<file path="src/rtl/demapper_if.sv">
// Line-side byte stream into the demapper and payload byte stream out of it.
interface demapper_if;
    logic [7:0] i_frame_data;
    logic       i_frame_data_valid;
    logic [7:0] o_pyld_data;
    logic       o_pyld_data_valid;
    logic       i_pyld_ready;
    logic       o_pyld_drop;

    modport master (
        input  i_frame_data,
        input  i_frame_data_valid,
        input  i_pyld_ready,
        output o_pyld_data,
        output o_pyld_data_valid,
        output o_pyld_drop
    );

    modport slave (
        output i_frame_data,
        output i_frame_data_valid,
        output i_pyld_ready,
        input  o_pyld_data,
        input  o_pyld_data_valid,
        input  o_pyld_drop
    );
endinterface

</file>
<file path="src/rtl/demapper.sv">
// Frame aligner and payload extractor: FAS hunt, overhead strip, CRC-8 check.
module demapper #(
    parameter int unsigned COLS       = 1024,
    parameter int unsigned OH_COLS    = 4,
    parameter logic [7:0]  FAS0       = 8'hF6,
    parameter logic [7:0]  FAS1       = 8'h28,
    parameter int unsigned MISS_LIMIT = 3
) (
    input  logic       i_clk,
    input  logic       i_rst,
    demapper_if.master bus,
    output logic       o_in_sync,
    output logic       o_lof,
    output logic       o_crc_ok,
    output logic       o_crc_err,
    output logic       o_retrans_req
);
    localparam int unsigned CW = $clog2(COLS);
    localparam int unsigned MW = $clog2(MISS_LIMIT + 1);

    typedef enum logic [1:0] {HUNT, PRESYNC, SYNC} state_e;

    state_e        state_q, state_d;
    logic [CW-1:0] col_q, col_d;
    logic [1:0]    row_q, row_d;
    logic [7:0]    crc_q, crc_d;
    logic [MW-1:0] miss_q, miss_d;
    logic          armed_q, armed_d;
    logic          full_q, full_d;
    logic [7:0]    prev_q;
    logic          prev_vld_q;
    logic [7:0]    pyld_q;
    logic          pyld_vld_q, pyld_vld_d;
    logic          sync_q, lof_q, lof_d;
    logic          ok_q, ok_d, err_q, err_d;

    logic [7:0] din;
    logic       vld;
    logic       fas_hit, at_fas, at_crc, at_arm, is_pyld;

    assign din = bus.i_frame_data;
    assign vld = bus.i_frame_data_valid;

    function automatic logic [7:0] crc8_step(input logic [7:0] c,
                                             input logic [7:0] d);
        logic [7:0] r;
        r = c ^ d;
        for (int i = 0; i < 8; i++)
            r = r[7] ? ((r << 1) ^ 8'h07) : (r << 1);
        return r;
    endfunction

    always_comb begin
        fas_hit    = prev_vld_q && (prev_q == FAS0) && (din == FAS1);
        at_fas     = (row_q == 2'd0) && (col_q == CW'(1));
        at_crc     = (row_q == 2'd0) && (col_q == CW'(2));
        at_arm     = (row_q == 2'd0) && (col_q == CW'(OH_COLS));
        is_pyld    = (col_q >= CW'(OH_COLS));
        state_d    = state_q;
        col_d      = col_q;
        row_d      = row_q;
        crc_d      = crc_q;
        miss_d     = miss_q;
        armed_d    = armed_q;
        full_d     = full_q;
        pyld_vld_d = 1'b0;
        lof_d      = 1'b0;
        ok_d       = 1'b0;
        err_d      = 1'b0;
        if (vld) begin
            col_d = col_q + 1'b1;
            if (col_q == CW'(COLS - 1))
                row_d = row_q + 1'b1;
            if (is_pyld)
                crc_d = crc8_step(at_arm ? 8'h00 : crc_q, din);
            // Remember whether this frame began aligned; only such frames arm the check.
            if ((row_q == 2'd0) && (col_q == '0))
                full_d = (state_q == SYNC);
            unique case (state_q)
                HUNT: begin
                    if (fas_hit) begin
                        state_d = PRESYNC;
                        row_d   = 2'd0;
                        col_d   = CW'(2);
                    end
                end
                PRESYNC: begin
                    if (at_fas) begin
                        state_d = fas_hit ? SYNC : HUNT;
                        miss_d  = '0;
                        armed_d = 1'b0;
                    end
                end
                SYNC: begin
                    pyld_vld_d = is_pyld;
                    if (at_crc && armed_q) begin
                        ok_d  = (din == crc_q);
                        err_d = (din != crc_q);
                    end
                    if (at_arm && full_q)
                        armed_d = 1'b1;
                    if (at_fas) begin
                        if (fas_hit) begin
                            miss_d = '0;
                        end else if (miss_q == MW'(MISS_LIMIT - 1)) begin
                            state_d = HUNT;
                            miss_d  = '0;
                            lof_d   = 1'b1;
                        end else begin
                            miss_d = miss_q + 1'b1;
                        end
                    end
                end
                default: state_d = HUNT;
            endcase
            if (state_d != SYNC)
                armed_d = 1'b0;
        end
    end

    always_ff @(posedge i_clk) begin
        if (!i_rst) begin
            state_q    <= HUNT;
            col_q      <= '0;
            row_q      <= '0;
            crc_q      <= '0;
            miss_q     <= '0;
            armed_q    <= 1'b0;
            full_q     <= 1'b0;
            prev_q     <= '0;
            prev_vld_q <= 1'b0;
            pyld_q     <= '0;
            pyld_vld_q <= 1'b0;
            sync_q     <= 1'b0;
            lof_q      <= 1'b0;
            ok_q       <= 1'b0;
            err_q      <= 1'b0;
        end else begin
            state_q    <= state_d;
            col_q      <= col_d;
            row_q      <= row_d;
            crc_q      <= crc_d;
            miss_q     <= miss_d;
            armed_q    <= armed_d;
            full_q     <= full_d;
            if (vld) begin
                prev_q     <= din;
                prev_vld_q <= 1'b1;
            end
            if (pyld_vld_d)
                pyld_q <= din;
            pyld_vld_q <= pyld_vld_d;
            sync_q     <= (state_d == SYNC);
            lof_q      <= lof_d;
            ok_q       <= ok_d;
            err_q      <= err_d;
        end
    end

    // The line never stalls: a byte offered while the client is not ready is lost.
    assign bus.o_pyld_data       = pyld_q;
    assign bus.o_pyld_data_valid = pyld_vld_q;
    assign bus.o_pyld_drop       = pyld_vld_q & ~bus.i_pyld_ready;

    assign o_in_sync     = sync_q;
    assign o_lof         = lof_q;
    assign o_crc_ok      = ok_q;
    assign o_crc_err     = err_q;
    assign o_retrans_req = err_q;
endmodule

</file>
<file path="src/flat_wrapper.sv">
// flat-port wrapper written by rule: the top's interface ports become plain ports
module demapper_flat 
#(
    parameter int unsigned COLS       = 1024,
    parameter int unsigned OH_COLS    = 4,
    parameter logic [7:0]  FAS0       = 8'hF6,
    parameter logic [7:0]  FAS1       = 8'h28,
    parameter int unsigned MISS_LIMIT = 3
)
  (i_clk, i_rst, o_in_sync, o_lof, o_crc_ok, o_crc_err, o_retrans_req, bus_i_frame_data, bus_i_frame_data_valid, bus_i_pyld_ready, bus_o_pyld_data, bus_o_pyld_data_valid, bus_o_pyld_drop);
  demapper_if bus_i ();
  input  logic i_clk;
  input  logic i_rst;
  output logic o_in_sync;
  output logic o_lof;
  output logic o_crc_ok;
  output logic o_crc_err;
  output logic o_retrans_req;
  input wire logic [$bits(bus_i.i_frame_data)-1:0] bus_i_frame_data;
  input wire logic [$bits(bus_i.i_frame_data_valid)-1:0] bus_i_frame_data_valid;
  input wire logic [$bits(bus_i.i_pyld_ready)-1:0] bus_i_pyld_ready;
  output wire logic [$bits(bus_i.o_pyld_data)-1:0] bus_o_pyld_data;
  output wire logic [$bits(bus_i.o_pyld_data_valid)-1:0] bus_o_pyld_data_valid;
  output wire logic [$bits(bus_i.o_pyld_drop)-1:0] bus_o_pyld_drop;
  assign bus_i.i_frame_data = bus_i_frame_data;
  assign bus_i.i_frame_data_valid = bus_i_frame_data_valid;
  assign bus_i.i_pyld_ready = bus_i_pyld_ready;
  assign bus_o_pyld_data = bus_i.o_pyld_data;
  assign bus_o_pyld_data_valid = bus_i.o_pyld_data_valid;
  assign bus_o_pyld_drop = bus_i.o_pyld_drop;
  demapper #(.COLS(COLS), .OH_COLS(OH_COLS), .FAS0(FAS0), .FAS1(FAS1), .MISS_LIMIT(MISS_LIMIT)) u_core (.i_clk(i_clk), .i_rst(i_rst), .bus(bus_i), .o_in_sync(o_in_sync), .o_lof(o_lof), .o_crc_ok(o_crc_ok), .o_crc_err(o_crc_err), .o_retrans_req(o_retrans_req));
endmodule
</file>
<file path="config.mk">
export PLATFORM = sky130hd
export DESIGN_NAME = demapper_flat
export DESIGN_NICKNAME = d
export VERILOG_FILES = /design/src/rtl/demapper_if.sv /design/src/rtl/demapper.sv /design/src/flat_wrapper.sv
export SDC_FILE = /design/constraint.sdc
export NUM_CORES = 1
export LEC_CHECK = 0
export ABC_AREA = 0
export CELL_PAD_IN_SITES_DETAIL_PLACEMENT = 2
export CELL_PAD_IN_SITES_GLOBAL_PLACEMENT = 2
export CORE_UTILIZATION = 35
export DETAILED_ROUTE_END_ITERATION = 8
export GPL_ROUTABILITY_DRIVEN = 0
export PLACE_DENSITY_LB_ADDON = 0.1
export REMOVE_ABC_BUFFERS = 1
export SLEW_MARGIN = 10
export SYNTH_ARGS = -nofsm -noshare
export SYNTH_HDL_FRONTEND = slang
export SYNTH_SLANG_ARGS = --single-unit
</file>
<file path="constraint.sdc">
create_clock -name i_clk -period 3.5 [get_ports i_clk]
set_input_delay 0.875 -clock i_clk [delete_from_list [all_inputs] [get_ports i_clk]]
set_output_delay 0.875 -clock i_clk [all_outputs]
set_load 0.02 [all_outputs]
</file>
## Yosys cells after proc, flatten, opt, wreduce, memory -nomap -nowiden

Cells that the tools add are included.
W data, S select, Z words.

| cells by class | value |
|---|---|
| muxes and demuxes | 35 |
| equality and inequality tests | 17 |
| order comparisons | 1 |
| reduce and logical (&&, ||, !) cells | 19 |
| bitwise operators | 15 |
| $add $sub $neg | 3 |

Operator list:

| cell | count |
|---|---|
| $mux W2 | 15 |
| $mux W3 | 8 |
| $not A3 Y3 | 8 |
| $mux W10 | 2 |
| $reduce_and A4 Y1 | 3 |
| $add A10 B1 Y10 const B | 1 |
| $eq A10 B1 Y1 const B | 1 |
| $eq A10 B10 Y1 const B | 1 |
| $eq A10 B2 Y1 const B | 1 |
| $eq A10 B3 Y1 const B | 1 |
| $ge A10 B3 Y1 const B | 1 |
| $logic_not A10 Y1 | 1 |
| $eq A8 B6 Y1 const B | 1 |
| $eq A8 B8 Y1 | 1 |
| $eq A8 B8 Y1 const B | 1 |
| $logic_and A1 B1 Y1 | 8 |
| $mux W8 | 1 |
| $ne A8 B8 Y1 | 1 |
| $xor A8 B8 Y8 | 1 |
| $eq A2 B2 Y1 const B | 3 |
| $mux W1 | 6 |
| $pmux W2 S3 | 1 |
| $not A1 Y1 | 5 |
| $reduce_or A5 Y1 | 1 |
| other kinds (13) | 17 |

| storage, ports and cells | value |
|---|---|
| register bits | 48 |
| word-level logic and storage cells | 105 |
| input port bits | 12 |
| output and inout port bits | 15 |

## Longest topological paths before layout

| depth | value |
|---|---|
| depth in word-level cells | 20 |
| mapped depth | 10 |
| depth with buffers taken out | 9 |

## Worst setup path before layout

OpenSTA, ideal clock, no wires.

| timing path | value |
|---|---|
| path kind | input to register |
| from | input bus_i_frame_data[6] |
| to | register u_core.armed_q |
| setup time | 0.080 ns |
| slack | 0.800 ns |
| required time | 3.420 ns |
| path buffers | 1 |
| data arrival time | 2.620 ns |
| stages | 8 |
| cell sequence | clkbuf_1 nor4_1 nand4_1 nor3_1 mux2_2 a21oi_1 nand3_1 a211oi_2 |

| between the ends | value |
|---|---|
| word-level cells in the longest chain between the ends | 9 |
| elaborated cells between the ends (all ways) | 15 |
| classes of those cells | 4 x eq/ne; 8 x mux; 3 x reduce/logical |

Ends and longest elaborated chain:

| element | line | text |
|---|---|---|
| start, declared | flat_wrapper.sv:19 | `input wire logic [$bits(bus_i.i_frame_data)-1:0] bus_i_frame_data;` |
| $eq A8 B6 Y1 * | demapper.sv:54 | `fas_hit = prev_vld_q && (prev_q == FAS0) && (din == FAS1);` |
| $logic_and A1 B1 Y1 * | demapper.sv:54 |  |
| $mux W2 (on tied branches) | demapper.sv:103, demapper.sv:89 |  |
| $mux W2 (on tied branches) | demapper.sv:102, demapper.sv:88 |  |
| $pmux W2 S3 * | demapper.sv:79 | `unique case (state_q)` |
| $mux W2 * | demapper.sv:70 | `if (vld) begin` |
| $ne A2 B2 Y1 * | demapper.sv:116 | `if (state_d != SYNC)` |
| $ne A3 B3 Y1 (no source line) (tied with other cells) | -- |  |
| $reduce_and A4 Y1 (no source line) | -- |  |
| end signal, assigned | demapper.sv:144 | `armed_q <= armed_d;` |
| end, declared | demapper.sv:28 | `logic armed_q, armed_d;` |

Mark *: on every way between the ends. The rest lies on a longest branch, timed or not. The select of a mux whose other input is x is not followed.
A chain may end at the register's enable or synchronous reset.

## Worst setup path after layout

| timing path | value |
|---|---|
| from | input bus_i_frame_data[3] |
| to | register u_core.sync_q (netlist: u_core.o_in_sync) |

| between the ends | value |
|---|---|
| word-level cells in the longest chain between the ends | 8 |
| elaborated cells between the ends (all ways) | 11 |
| classes of those cells | 2 x eq/ne; 8 x mux; 1 x reduce/logical |

Ends and longest elaborated chain:

| element | line | text |
|---|---|---|
| $eq A8 B6 Y1 * | demapper.sv:54 |  |
| $logic_and A1 B1 Y1 * | demapper.sv:54 |  |
| $mux W2 (on tied branches) | demapper.sv:103, demapper.sv:89 |  |
| $mux W2 (on tied branches) | demapper.sv:102, demapper.sv:88 |  |
| $pmux W2 S3 * | demapper.sv:79 |  |
| $mux W2 * (2 in series) | demapper.sv:70 |  |
| $eq A2 B2 Y1 * | demapper.sv:153 | `sync_q <= (state_d == SYNC);` |
| end signal, assigned | demapper.sv:153 |  |
| end, declared | demapper.sv:34 | `logic sync_q, lof_q, lof_d;` |

Marked as above.

==> metrics.md <==
| Metric | Value |
|---|---|
| Outcome | `complete, no violations` |
| Share of layout cells above drive strength 1 | `10.00%` |
| Max Freq | `between 0.3 and 0.4 GHz` |
| Maximum level of the CTS H-tree | `2` |
| Critical Path Max Stage Delay | `roughly 0.48 ns` |
| WS Path Type | `in -> reg` |
| Hold path start | `u_core.bus.o_pyld_data[5]` |
| Clk_lat worst skew | `between 0.3 and 0.4 ns` |
| Row count | `31` |
| CTS sink cnt | `48` |
| CTS tree | `done` |
| Detailed-route wire length | `between 7000 and 8000 microns` |
| Final setup vio count | `0` |
| Total track usage | `between 20 and 25%` |
| Final Skew | `between 0.01 and 0.015 ns` |
| Total CTS buffers | `5` |
| Via density | `5.159` |
| Pin count of the biggest net entering global routing | `25` |
| Rel. slew slack | `around half` |
| Crit path DAT | `around 3.2 ns` |
| Register-to-register setup slack | `0.77 ns` |
| Yosys warns | `0` |
| Diode count | `0` |
| DIE AREA | `0.008051 sq mm` |
| First DRT Iteration DRCs | `55` |
| Worst flop-to-flop path endpoint | `u_core.crc_q[2]` |
| Chain of cells forming the critical path | `clkdlybuf4s50_1 -> nor4bb_1 -> nand3_1 -> nor3_1 -> mux2_2 -> a21oi_1 -> mux2i_1 -> nor3b_2` |
| Min-Delay Endpoint | `u_core.bus.o_pyld_data[5]` |
| Post-synthesis register bit count | `between 40 and 50` |
| Main flop type after synthesis | `dfxtp_1` |
| Syn Area/Cell | `between 8 and 9 sq um` |
| Detailed-route DRC error count | `0` |
| Minimum clock period | `approximately 3.0 ns` |
| Avg WL per Cell | `17.43 microns` |
| Min-delay worst type | `reg -> reg` |
| Syn Std Cell Area | `0.002694 sq mm` |
| Setup ws final | `0.5422 ns` |
| EDFF count, synth | `0` |
| Post-DRT Antenna Nets | `0` |
| Initial antenna violation count | `0` |
| Synth area leader | `dfxtp_1` |
| Top cell type's share of synthesized area | `between 30 and 40%` |
| Via count | `2213` |
| Setup Buffers After CTS | `0` |
| Netlist cell types | `48` |
| Period utilization | `a little over four fifths` |
| Post-CTS resize count | `0` |
| Power density over the cells | `359.4 mW/mm^2` |
| Hold Crit Depth | `2` |
| Hold Slack | `between 0.4 and 0.5 ns` |
| Worst Path Max Fanout | `2` |
| I/O pins | `27` |
| Vias in the first global route | `roughly 2500` |
| Number of port buffers | `26` |
| Reg2Reg Launch Point | `u_core.col_q[0]` |
| Critical Path RT | `3.75 ns` |
| CTS Buffer Depth | `2` |
| Die height | `approximately 90 microns` |
| Final Hold Fails | `0` |
| CP Capture Type | `register` |
| # nets final | `350` |
| Max stage delay cell, worst path | `clkdlybuf4s50_1` |
| Max Slew Vio Count | `0` |
| Most frequent cells in the layout | `dfxtp_1 (48), nand2_1 (32), clkdlybuf4s50_1 (26)` |
| Slew at the pin closest to its max-slew limit | `0.7363 ns` |
| Synth area leaders | `dfxtp_1 (36%), xor2_1 (6.8%), xnor2_1 (5.5%)` |
| Total Neg Setup Slack | `0 ns` |
| Leak Pwr | `about 0.0012 uW` |
| Commonest non-fill, non-tap cell in the layout | `dfxtp_1` |
| Core area | `approximately 0.0073 sq mm` |
| CTS root buf | `clkbuf_8` |
| Peak supply drop | `164.6 uV` |
| Core Util, Final | `a little over two fifths` |
| Clock Pin Slew Worst Setup and Hold Paths | `roughly 0.10 ns` |
| Placed wire-length estimate | `5713 microns` |
| Max Cap Viol | `0` |
| Die width | `89.73 microns` |
| GRT overflow | `0` |
| Worst Reg2Reg Path Length in Cells | `9` |
| Initial core utilization | `a little under two fifths` |
| DR pass1 iterations | `4` |
| Cells after synthesis | `a little over 300` |
| RSZ-0062 raised after global routing | `no` |
| Crit start category | `input pin` |
| Tot Pwr | `1140 uW` |
| Layout area overhead | `17.79%` |
| Sequential share of the synthesized area | `between 30 and 40%` |
| Hold_buf cts | `0` |
| Global-route wire length before repair | `~13000 microns` |
| Pre-CTS setup slack | `0.2276 ns` |
| Fraction of registers with async set/reset | `0%` |
-- state kept, by name, summed over array words and instances, names as in the netlist, 2 cells and up --
signal / flops
u_core.bus.o_pyld_data: 8
u_core.col_q: 10
u_core.crc_q: 8
u_core.miss_q: 2
u_core.prev_q: 8
u_core.row_q: 2
u_core.state_q: 2
-- cells in the mapped netlist (all sizes together), types with 4 or more instances --
library cell / n
clkbuf: 11
o21ai: 10
mux2i: 13
nor2: 25
nor2b: 16
buf: 8
nand4: 6
dfxtp: 48
and3: 4
xnor2: 18
nor3: 6
a21boi: 11
xor2: 21
nor4: 5
nand2: 32
ha: 9
inv: 8
nand3: 15
a21oi: 7
-- critical path, delay by kind of cell --
kind	cells	cell delay (ns)
AO/OA/AOI/OAI	1	0.19
buffers and inverters	1	0.48
multiplexers	2	0.53
AND/OR/NAND/NOR	4	1.12
-- worst max path at each step --
stage	slack [ns]	startpoint	to
after floorplan	0.97	bus_i_frame_data[2]	u_core.armed_q
after global placement	0.28	bus_i_frame_data[2]	u_core.armed_q
after detailed placement	0.23	bus_i_frame_data[3]	u_core.o_in_sync
after CTS	0.55	bus_i_frame_data[3]	u_core.o_in_sync
after global routing	0.40	bus_i_frame_data[3]	u_core.armed_q
final	0.54	bus_i_frame_data[3]	u_core.o_in_sync
-- power by group --
part / leakage [uW] / switching (uW) / internal [uW]
Combinational: 0.000731 / 84.2 / 75.9
Sequential: 0.000389 / 11.8 / 556
Clock: 0.0000541 / 201 / 212
Total: 0.00117 / 297 / 844
-- stage by stage --
stage          instance area, sq um  instances
2_1_floorplan                  2595        285
3_3_place_gp                   3062        421
3_5_place_dp                   3062        421
4_1_cts                        3173        429
5_1_grt                        3173        429
6_report                       3173        429
-- layer usage --
metal,vias to the layer above,share of wire (%),global-route usage (%)
li1,1084,-,-
met4,0,1.1,5.328
met2,20,49,34.55
met3,7,1.9,3.299
met5,-,0,0
met1,1102,48,25.98
-- final cells by class --
cell class	instances	area, sq um
Multi-Input combinational cell	229	1604
Clock buffer	5	68.82
Fill cell	803	4158
Timing Repair Buffer	37	342.8
Clock inverter	3	42.54
Inverter	8	30.03
Tap cell	99	123.9
Sequential cell	48	960.9
-- logic make-up after synthesis --
group / Yosys count / synth area share (%)
flip-flops: 48 / 35.67
multiplexers: 16 / 6.084
XOR/XNOR: 40 / 14.21
AND/OR/NAND/NOR: 119 / 23.22
adder cells (fa/ha/maj): 9 / 4.180
buffers and inverters: 27 / 4.784
AO/OA/AOI/OAI: 45 / 11.84
(Power assumes the default switching activity.)
